===== src/rtl/ps2_mouse_tracker.sv =====
// Receive-only PS/2 mouse front end: conditions the raw lines, deframes bytes,
// assembles 3-byte stream packets and integrates deltas into a clamped cursor.
module ps2_mouse_tracker #(
  parameter int X_MAX          = 639,
  parameter int Y_MAX          = 479,
  parameter int X_INIT         = 320,
  parameter int Y_INIT         = 240,
  parameter int FILTER_LEN     = 8,
  parameter int TIMEOUT_CYCLES = 100000
) (
  input  logic       clk,
  input  logic       rst_n,
  input  logic       ps2_clk,
  input  logic       ps2_data,
  output logic [9:0] mouseX,
  output logic [9:0] mouseY,
  output logic       mouseBotton,
  output logic       mouseRight,
  output logic       mouseMiddle,
  output logic       pkt_valid,
  output logic       frame_err,
  output logic [1:0] frame_state
);

  localparam int FW = $clog2(FILTER_LEN + 1);
  localparam int TW = $clog2(TIMEOUT_CYCLES + 1);
  localparam logic [FW-1:0] FILT_LAST = FW'(FILTER_LEN - 1);
  localparam logic [TW-1:0] TO_LIMIT  = TW'(TIMEOUT_CYCLES);
  localparam logic signed [11:0] X_LIM = X_MAX[11:0];
  localparam logic signed [11:0] Y_LIM = Y_MAX[11:0];

  typedef enum logic [1:0] {
    IDLE   = 2'd0,
    SHIFT  = 2'd1,
    PARITY = 2'd2,
    STOP   = 2'd3
  } state_t;

  // Synchronizers and clock glitch filter
  logic          clk_s1, clk_s2, data_s1, data_s2;
  logic          clk_filt;
  logic [FW-1:0] flt_cnt;
  logic          fall;

  always_ff @(posedge clk or negedge rst_n) begin
    if (!rst_n) begin
      clk_s1   <= 1'b1;
      clk_s2   <= 1'b1;
      data_s1  <= 1'b1;
      data_s2  <= 1'b1;
      clk_filt <= 1'b1;
      flt_cnt  <= '0;
    end else begin
      clk_s1  <= ps2_clk;
      clk_s2  <= clk_s1;
      data_s1 <= ps2_data;
      data_s2 <= data_s1;
      if (clk_s2 == clk_filt) begin
        flt_cnt <= '0;
      end else if (flt_cnt == FILT_LAST) begin
        clk_filt <= clk_s2;
        flt_cnt  <= '0;
      end else begin
        flt_cnt <= flt_cnt + FW'(1);
      end
    end
  end

  // The filtered clock drops in the same cycle this is high.
  assign fall = clk_filt & ~clk_s2 & (flt_cnt == FILT_LAST);

  // Frame, packet and cursor state
  state_t        state;
  logic [7:0]    shreg;
  logic [2:0]    bit_cnt;
  logic          par_ok;
  logic [1:0]    byte_idx;
  logic [6:0]    hdr;      // {Yovf, Xovf, Ysign, Xsign, M, R, L}
  logic [7:0]    dx_byte;
  logic [7:0]    dy_byte;
  logic          upd_pend;
  logic [TW-1:0] timer;

  logic signed [11:0] dx, dy, sx, sy;
  logic [9:0]         nx, ny;

  always_comb begin
    dx = '0;
    dy = '0;
    if (!hdr[5]) dx = {{3{hdr[3]}}, hdr[3], dx_byte};
    if (!hdr[6]) dy = {{3{hdr[4]}}, hdr[4], dy_byte};
    sx = $signed({2'b00, mouseX}) + dx;
    // Mouse Y grows upward, screen Y grows downward.
    sy = $signed({2'b00, mouseY}) - dy;
    nx = sx[9:0];
    ny = sy[9:0];
    if (sx < 12'sd0)     nx = '0;
    else if (sx > X_LIM) nx = X_LIM[9:0];
    if (sy < 12'sd0)     ny = '0;
    else if (sy > Y_LIM) ny = Y_LIM[9:0];
  end

  always_ff @(posedge clk or negedge rst_n) begin
    if (!rst_n) begin
      state       <= IDLE;
      shreg       <= '0;
      bit_cnt     <= '0;
      par_ok      <= 1'b0;
      byte_idx    <= '0;
      hdr         <= '0;
      dx_byte     <= '0;
      dy_byte     <= '0;
      upd_pend    <= 1'b0;
      timer       <= '0;
      mouseX      <= X_INIT[9:0];
      mouseY      <= Y_INIT[9:0];
      mouseBotton <= 1'b0;
      mouseRight  <= 1'b0;
      mouseMiddle <= 1'b0;
      pkt_valid   <= 1'b0;
      frame_err   <= 1'b0;
    end else begin
      pkt_valid <= 1'b0;
      frame_err <= 1'b0;
      upd_pend  <= 1'b0;

      if (upd_pend) begin
        mouseX      <= nx;
        mouseY      <= ny;
        mouseBotton <= hdr[0];
        mouseRight  <= hdr[1];
        mouseMiddle <= hdr[2];
        pkt_valid   <= 1'b1;
      end

      if (fall) timer <= '0;
      else if (timer != TO_LIMIT) timer <= timer + TW'(1);

      if (fall) begin
        case (state)
          IDLE: begin
            if (!data_s2) begin
              state   <= SHIFT;
              bit_cnt <= '0;
            end else begin
              frame_err <= 1'b1;
            end
          end
          SHIFT: begin
            shreg   <= {data_s2, shreg[7:1]};
            bit_cnt <= bit_cnt + 3'd1;
            if (bit_cnt == 3'd7) state <= PARITY;
          end
          PARITY: begin
            par_ok <= (^shreg) ^ data_s2;
            state  <= STOP;
          end
          STOP: begin
            state <= IDLE;
            if (data_s2 && par_ok) begin
              case (byte_idx)
                2'd0: begin
                  // Bit 3 is always set in a header; anything else means we are out of sync.
                  if (shreg[3]) begin
                    hdr      <= {shreg[7:4], shreg[2:0]};
                    byte_idx <= 2'd1;
                  end else begin
                    frame_err <= 1'b1;
                  end
                end
                2'd1: begin
                  dx_byte  <= shreg;
                  byte_idx <= 2'd2;
                end
                2'd2: begin
                  dy_byte  <= shreg;
                  byte_idx <= 2'd0;
                  upd_pend <= 1'b1;
                end
                default: byte_idx <= 2'd0;
              endcase
            end else begin
              frame_err <= 1'b1;
              byte_idx  <= 2'd0;
            end
          end
          default: state <= IDLE;
        endcase
      end else if (timer == TO_LIMIT && (state != IDLE || byte_idx != 2'd0)) begin
        state     <= IDLE;
        byte_idx  <= 2'd0;
        frame_err <= 1'b1;
        timer     <= '0;
      end
    end
  end

  assign frame_state = state;

endmodule


===== config.mk =====
export PLATFORM = sky130hd
export DESIGN_NAME = ps2_mouse_tracker
export DESIGN_NICKNAME = d
export VERILOG_FILES = /design/src/rtl/ps2_mouse_tracker.sv
export SDC_FILE = /design/constraint.sdc
export NUM_CORES = 1
export LEC_CHECK = 0
export ABC_CLOCK_PERIOD_IN_PS = 2600
export CAP_MARGIN = 20
export CORE_UTILIZATION = 30
export CTS_CLUSTER_DIAMETER = 120
export DETAILED_ROUTE_END_ITERATION = 8
export SKIP_CTS_REPAIR_TIMING = 1
export SLEW_MARGIN = 10
export SYNTH_ARGS = -nofsm -noshare
export SYNTH_HDL_FRONTEND = slang
export SYNTH_SLANG_ARGS = --single-unit

===== constraint.sdc =====
create_clock -name clk -period 2.6 [get_ports clk]
set_clock_uncertainty 0.1 [all_clocks]
set_input_delay 0.52 -clock clk [delete_from_list [all_inputs] [get_ports clk]]
set_output_delay 0.52 -clock clk [all_outputs]
set_load 0.005 [all_outputs]

Word level (Yosys, flattened, before mapping)
Index checks and enable logic that the tools add are counted.

Register bits after elaboration: 91. Input bits: 4. Output and inout bits: 27. Logic and storage cells: 107.

$add $sub $neg: 5. Order comparisons: 4. Equality and inequality tests: 15. Mux-type cells: 36. Bitwise logic cells: 5. Reduce and logical (&&, ||, !) cells: 19.

Operator list (number): 17-bit two-way mux (4); 10-bit two-way mux (4); 12-bit by 1-bit less-than comparator with 1-bit output (second input constant) (2); 12-bit two-way mux (2); 17-bit by 1-bit adder with 17-bit output (second input constant) (1); 17-bit == test (second input constant) (1); 17-bit inequality test (second input constant) (1); 2-bit two-way mux (8); 11-bit by 12-bit adder with 12-bit output (1); 12-bit by 10-bit > comparator with 1-bit output (second input constant) (1); 12-bit by 11-bit > comparator with 1-bit output (second input constant) (1); 11-bit by 12-bit subtractor with 12-bit output (1); 1-bit two-way mux (11); 3-bit AND reduction (3); 4-bit two-way mux (2); 2-bit one-hot mux with 4 select lines (1); 4-bit AND reduction (2); 2-bit nonzero test (4); 8-bit parity (1); 2-bit == test (second input constant) (3); 3-bit inequality test (second input constant) (2); 3-bit one-hot mux with 2 select lines (1); 2-bit AND reduction (3); 5-bit AND reduction (1); other kinds (18) (23).

Logic depth before layout (Yosys ltp)
Gate-level depths: netlist of run 1.

Word-level depth: 6. Depth in mapped cells: 11. Mapped depth without buffers: 11.

Worst setup path after synthesis of run 1
No wires, ideal clock.

Path type: flip-flop to flip-flop. Start point: register hdr[6]. End point: register mouseY[0]. Setup time: 0.087 ns. Arrival: 2.751 ns. Slack: -0.338 ns. Stages on the path, launching flop included: 12. Buffers on the path: 0. Period minus slack after synthesis: 2.938 ns. Cells stage by stage: dfrtp_1 nor2b_1 ha_1 inv_1 fa_1 a21o_1 a22o_1 or3_1 a21oi_1 xor2_1 o41a_4 a22oi_1.

Cells in the longest elaborated chain, start to end: 5.

RTL lines: start: declaration (RTL line 78) `logic [6:0] hdr;`; start signal: assignment (RTL line 165) `hdr <= {shreg[7:4], shreg[2:0]};`; 12-bit two-way mux * (RTL line 91) `if (!hdr[6]) dy = {{3{hdr[4]}}, hdr[4], dy_byte};`; 11-bit by 12-bit subtractor with 12-bit output * (RTL line 94) `sy = $signed({2'b00, mouseY}) - dy;`; 12-bit by 10-bit > comparator with 1-bit output (RTL line 100) `else if (sy > Y_LIM) ny = Y_LIM[9:0];`; 10-bit two-way mux (RTL line 100); 10-bit two-way mux * (RTL line 99) `if (sy < 12'sd0) ny = '0;`; end signal: assignment (RTL line 116) `mouseY <= Y_INIT[9:0];`; end signal: assignment (RTL line 129) `mouseY <= ny;`; end: declaration (RTL line 16) `output logic [9:0] mouseY,`.

Every way passes the cells marked *; elsewhere a longest branch is shown, timed or not. A chain may end at the register's enable or synchronous reset.

Worst setup path after layout of run 1
Start point: register hdr[6]. End point: register mouseY[2].

The elaborated chain is that of the path after synthesis.

==> run_results.csv, run 1 <==
group,metric,value,unit
layout,drive_gt1_share,31.51,%
synth,syn_nets,507,
power_and_ir_drop,power_density,435.5,mW/mm²
synth,seq_area_frac_synth,45.03,%
cts,h-tree-depth,3,
power_and_ir_drop,seq_power_share,52.4,%
cts,cts_sinks,91,
floorplan,rows,47,
run_status,status,"complete, but fails checks",
synth,synthSimpleGateAreaFrac,15.30,%
synth,synth_warnings,0,
setup_path,cp_max_fo,6,
synth,synth_edf_count,0,
worst_hold_path,hp-class,"in -> async",
floorplan,fp.coreArea,0.01658,mm²
setup_path,crit_family,"compound AO/OA/AOI/OAI gates",
synth,netlist-cell-type-count,60,
timing,finalSetupTns,-2947,ps
timing,holdWs,37.89,ps
power_and_ir_drop,p_leak,2.989,nW
grt,antenna_found_initial,0,
synth,synth_seq_cells,91,
cts,clk_latency,350,ps
setup_path,cp_cell_sequence,"nor2b_1 > ha_2 > inv_2 > fa_2 > a21o_1 > a22o_1 > or3_1 > a21oi_2 > xor2_2 > o41a_4 > a22oi_2",
floorplan,design.die.area,0.01748,mm²
setup_path,critPathMaxStageDelay,410,ps
layout,fin_nets,602,
layout,n_antenna_cell,0,
placement,preCtsSetupSlack,-252.5,ps
timing,fin_ws,-294.3,ps
detailed_routing,vias,3751,
synth,synthMuxAreaShare,8.190,%
run,max_cap_violations,0,
setup_path,worstSetupStartpointType,"flip-flop",
timing,timing.final.crit_share,111.3,%
detailed_routing,drt_iter0_drc,177,
cts,max-clock-path-buffers,2,
timing,period_needed,2894,ps
detailed_routing,drtPass1Iterations,4,
grt,grt_pass1_vias,3863,
timing,hold_viol_final,0,
cts,cts_inserted_buffers,9,
detailed_routing,route.detailed.drc,0,
timing,maxSlewHeadroom,60.48,%
grt,grt_max_degree,56,
setup_path,required,2770,ps
grt,overflow,0,
power_and_ir_drop,p_int,2.214,mW
floorplan,pin_count,31,
setup_path,critical-path-slowest-cell,"dfrtp_1",
placement,gp_congestion,0.8338,
synth,synth-xor-area-share,6.886,%
synth,avgSynthCellArea,10.87,µm²
power_and_ir_drop,switching_power,0.6929,mW
placement,dp_hpwl,7745,µm
detailed_routing,drtAntennaViolNets,0,
detailed_routing,wl,11240,µm
setup_path,crit_type,"reg -> reg",
synth,synth-async-reset-ratio,100.0,%
synth,yosys_most_used_dff,"dfrtp_1",
floorplan,die_width,132.2,µm
timing,worst_pin_slew,591.3,ps
timing,slew_violations,0,
layout,nFillCells,1611,
cts,cts_root_buffer,"clkbuf_16",
synth,syn_inst,468,
timing,max_freq,0.3455,GHz
cts,cts_tree,"done",
placement,port_buffers,30,
layout,fin_util,40.24,%
grt,grt_pass1_wl,18640,µm
layout,syn2layout_area_growth,31.19,%
run_status,violations,"setup timing",
synth,synth_top_family_by_area,"simple AND/OR/NAND/NOR gates",
setup_path,cp-end-kind,"flip-flop",
synth,netlist_area,0.005087,mm²
timing,rsz0062_at_grt,"yes",
floorplan,initial_utilization,30.68,%
setup_path,worst-path-buf-inv,1,
power_and_ir_drop,combPwrFrac,4.6,%
grt,groute.usage.overall,13.20,%
power_and_ir_drop,clock_power_share,43.0,%
synth,synth-adder-area-share,8.903,%
power_and_ir_drop,p_sw_share,23.84,%
setup_path,cp.arrival,3060,ps
power_and_ir_drop,ir_drop,356.9,µV
detailed_routing,via_per_inst,4.760,
synth,synth_compound_gate_area_share,13.35,%
cts,cts.reportedPaths.clkPinSlew,70,ps
timing,setup_viol,18,
floorplan,die_y,132.2,µm
setup_path,r2r_setup_slack,-290,ps
detailed_routing,post_drt_wl_per_cell,14.26,µm
## worst register-to-register path, stage by stage (launching register included)
cell and delay (ps):
dfrtp_1 410, nor2b_1 130, ha_2 190, inv_2 40, fa_2 330, a21o_1 200
a22o_1 190, or3_1 320, a21oi_2 170, xor2_2 100, o41a_4 410, a22oi_2 220
## cell usage in the layout (no fill, tap or decap), drive strengths merged, types with 3 or more instances in the layout
cell type      count
o21a               5
buf               62
a21o               9
nand2             38
o31ai              3
xor2              21
dfstp             11
a22oi             11
inv               24
nand3             15
nor3b              4
xnor2             19
nor3               9
nor2              40
nor2b             14
clkbuf            12
o221a              6
clkdlybuf4s50     29
a21oi             15
o21ai             11
nand4              4
ha                33
dfrtp             80
nand2b            14
mux2              37
## stage by stage
step	total power, mW	area [µm²]	instances
after floorplan	1.620	5095	468
after CTS	2.952	6265	771
after global placement	1.674	5984	755
after detailed placement	1.683	5984	755
final	2.907	6674	788
after global routing	3.033	6674	788
## per-layer routing
layer	GRT usage (%)	part of all wire, %	vias to the layer above
met5	0	0	-
met4	3.959	1.5	0
met3	3.806	3.2	15
met2	22.49	51	60
met1	16.14	45	1836
li1	-	-	1840
## logic make-up after synthesis
group	after synthesis
AOI/OAI and AO/OA	83
xor gates and xnor gates	40
adders and majority gates	35
buffers and inverters	31
and+or+nand+nor	151
DFF	91
muxes	37
## Yosys cell counts, types with 3 or more instances
library cell	count	area (µm²)
o221a_1	6	67.56
a21oi_1	15	75.07
ha_1	33	412.9
o21ai_1	3	15.01
nand2b_1	14	87.58
nand3_1	15	75.07
a21o_1	9	67.56
mux2_2	37	416.7
xor2_1	21	183.9
nand4_1	3	18.77
o21a_1	5	37.54
nor3_1	7	35.03
nand2_1	38	142.6
nor2b_1	14	87.58
xnor2_1	19	166.4
o21ai_0	8	40.04
inv_1	23	86.33
clkbuf_1	6	22.52
nor3b_1	3	22.52
nor2_1	38	142.6
dfstp_2	11	289.0
dfrtp_1	80	2002
a22oi_1	10	75.07
## final timing paths
| kind | to | from | cells after the start |
|---|---|---|---|
| min in group clk | data_s2 | data_s1 | 0 |
| min reg2reg | data_s2 | data_s1 | 0 |
| max in group asynchronous | mouseX[8] | rst_n | 2 |
| min | mouseY[1] | rst_n | 1 |
| max reg2reg | mouseY[2] | hdr[6] | 11 |
| max | mouseY[2] | hdr[6] | 11 |
## sequential cells by signal, indices dropped and copies added, names as in the netlist, 2 cells and up
register     count
bit_cnt          3
byte_idx         2
dx_byte          8
dy_byte          8
flt_cnt          4
frame_state      2
hdr              7
mouseX          10
mouseY          10
shreg            8
timer           17
## power by group through the flow
stage | clock [mW] | combinational, mW | sequential (mW)
global placement | 0 | 0.129 | 1.54
detailed placement | 0 | 0.136 | 1.55
global route | 1.35 | 0.155 | 1.53
finish | 1.25 | 0.133 | 1.52
CTS | 1.29 | 0.136 | 1.52
floorplan | 0 | 0.0865 | 1.53
## final cells by class
type	instances	area, µm²	share of cell area (%)
multi-input cells	347	2957	44.30
flip-flops and latches	91	2292	34.35
repair buffers	91	783.3	11.74
well taps	220	275.3	4.124
clock buffers	12	246.5	3.693
inverters	23	86.33	1.294
clock inverters	4	33.78	0.5062
No activity file was read; power rests on OpenSTA's default activity.
==> run 2, diff against run 1 <==
--- a/config.mk
+++ b/config.mk
@@ -10,6 +10,7 @@
 export CORE_UTILIZATION = 30
 export CTS_CLUSTER_DIAMETER = 120
 export DETAILED_ROUTE_END_ITERATION = 8
+export HOLD_SLACK_MARGIN = 0.03
 export SKIP_CTS_REPAIR_TIMING = 1
 export SLEW_MARGIN = 10
 export SYNTH_ARGS = -nofsm -noshare
==> results of run 2 <==
Final layout, timing and power as in run 1 (identical DEF).
==> run 3, diff against run 2 <==
--- a/config.mk
+++ b/config.mk
@@ -10,6 +10,7 @@
 export CORE_UTILIZATION = 30
 export CTS_CLUSTER_DIAMETER = 120
 export DETAILED_ROUTE_END_ITERATION = 8
+export GPL_ROUTABILITY_DRIVEN = 0
 export HOLD_SLACK_MARGIN = 0.03
 export SKIP_CTS_REPAIR_TIMING = 1
 export SLEW_MARGIN = 10
==> results of run 3 <==
Final layout, timing and power as in run 1 (identical DEF).
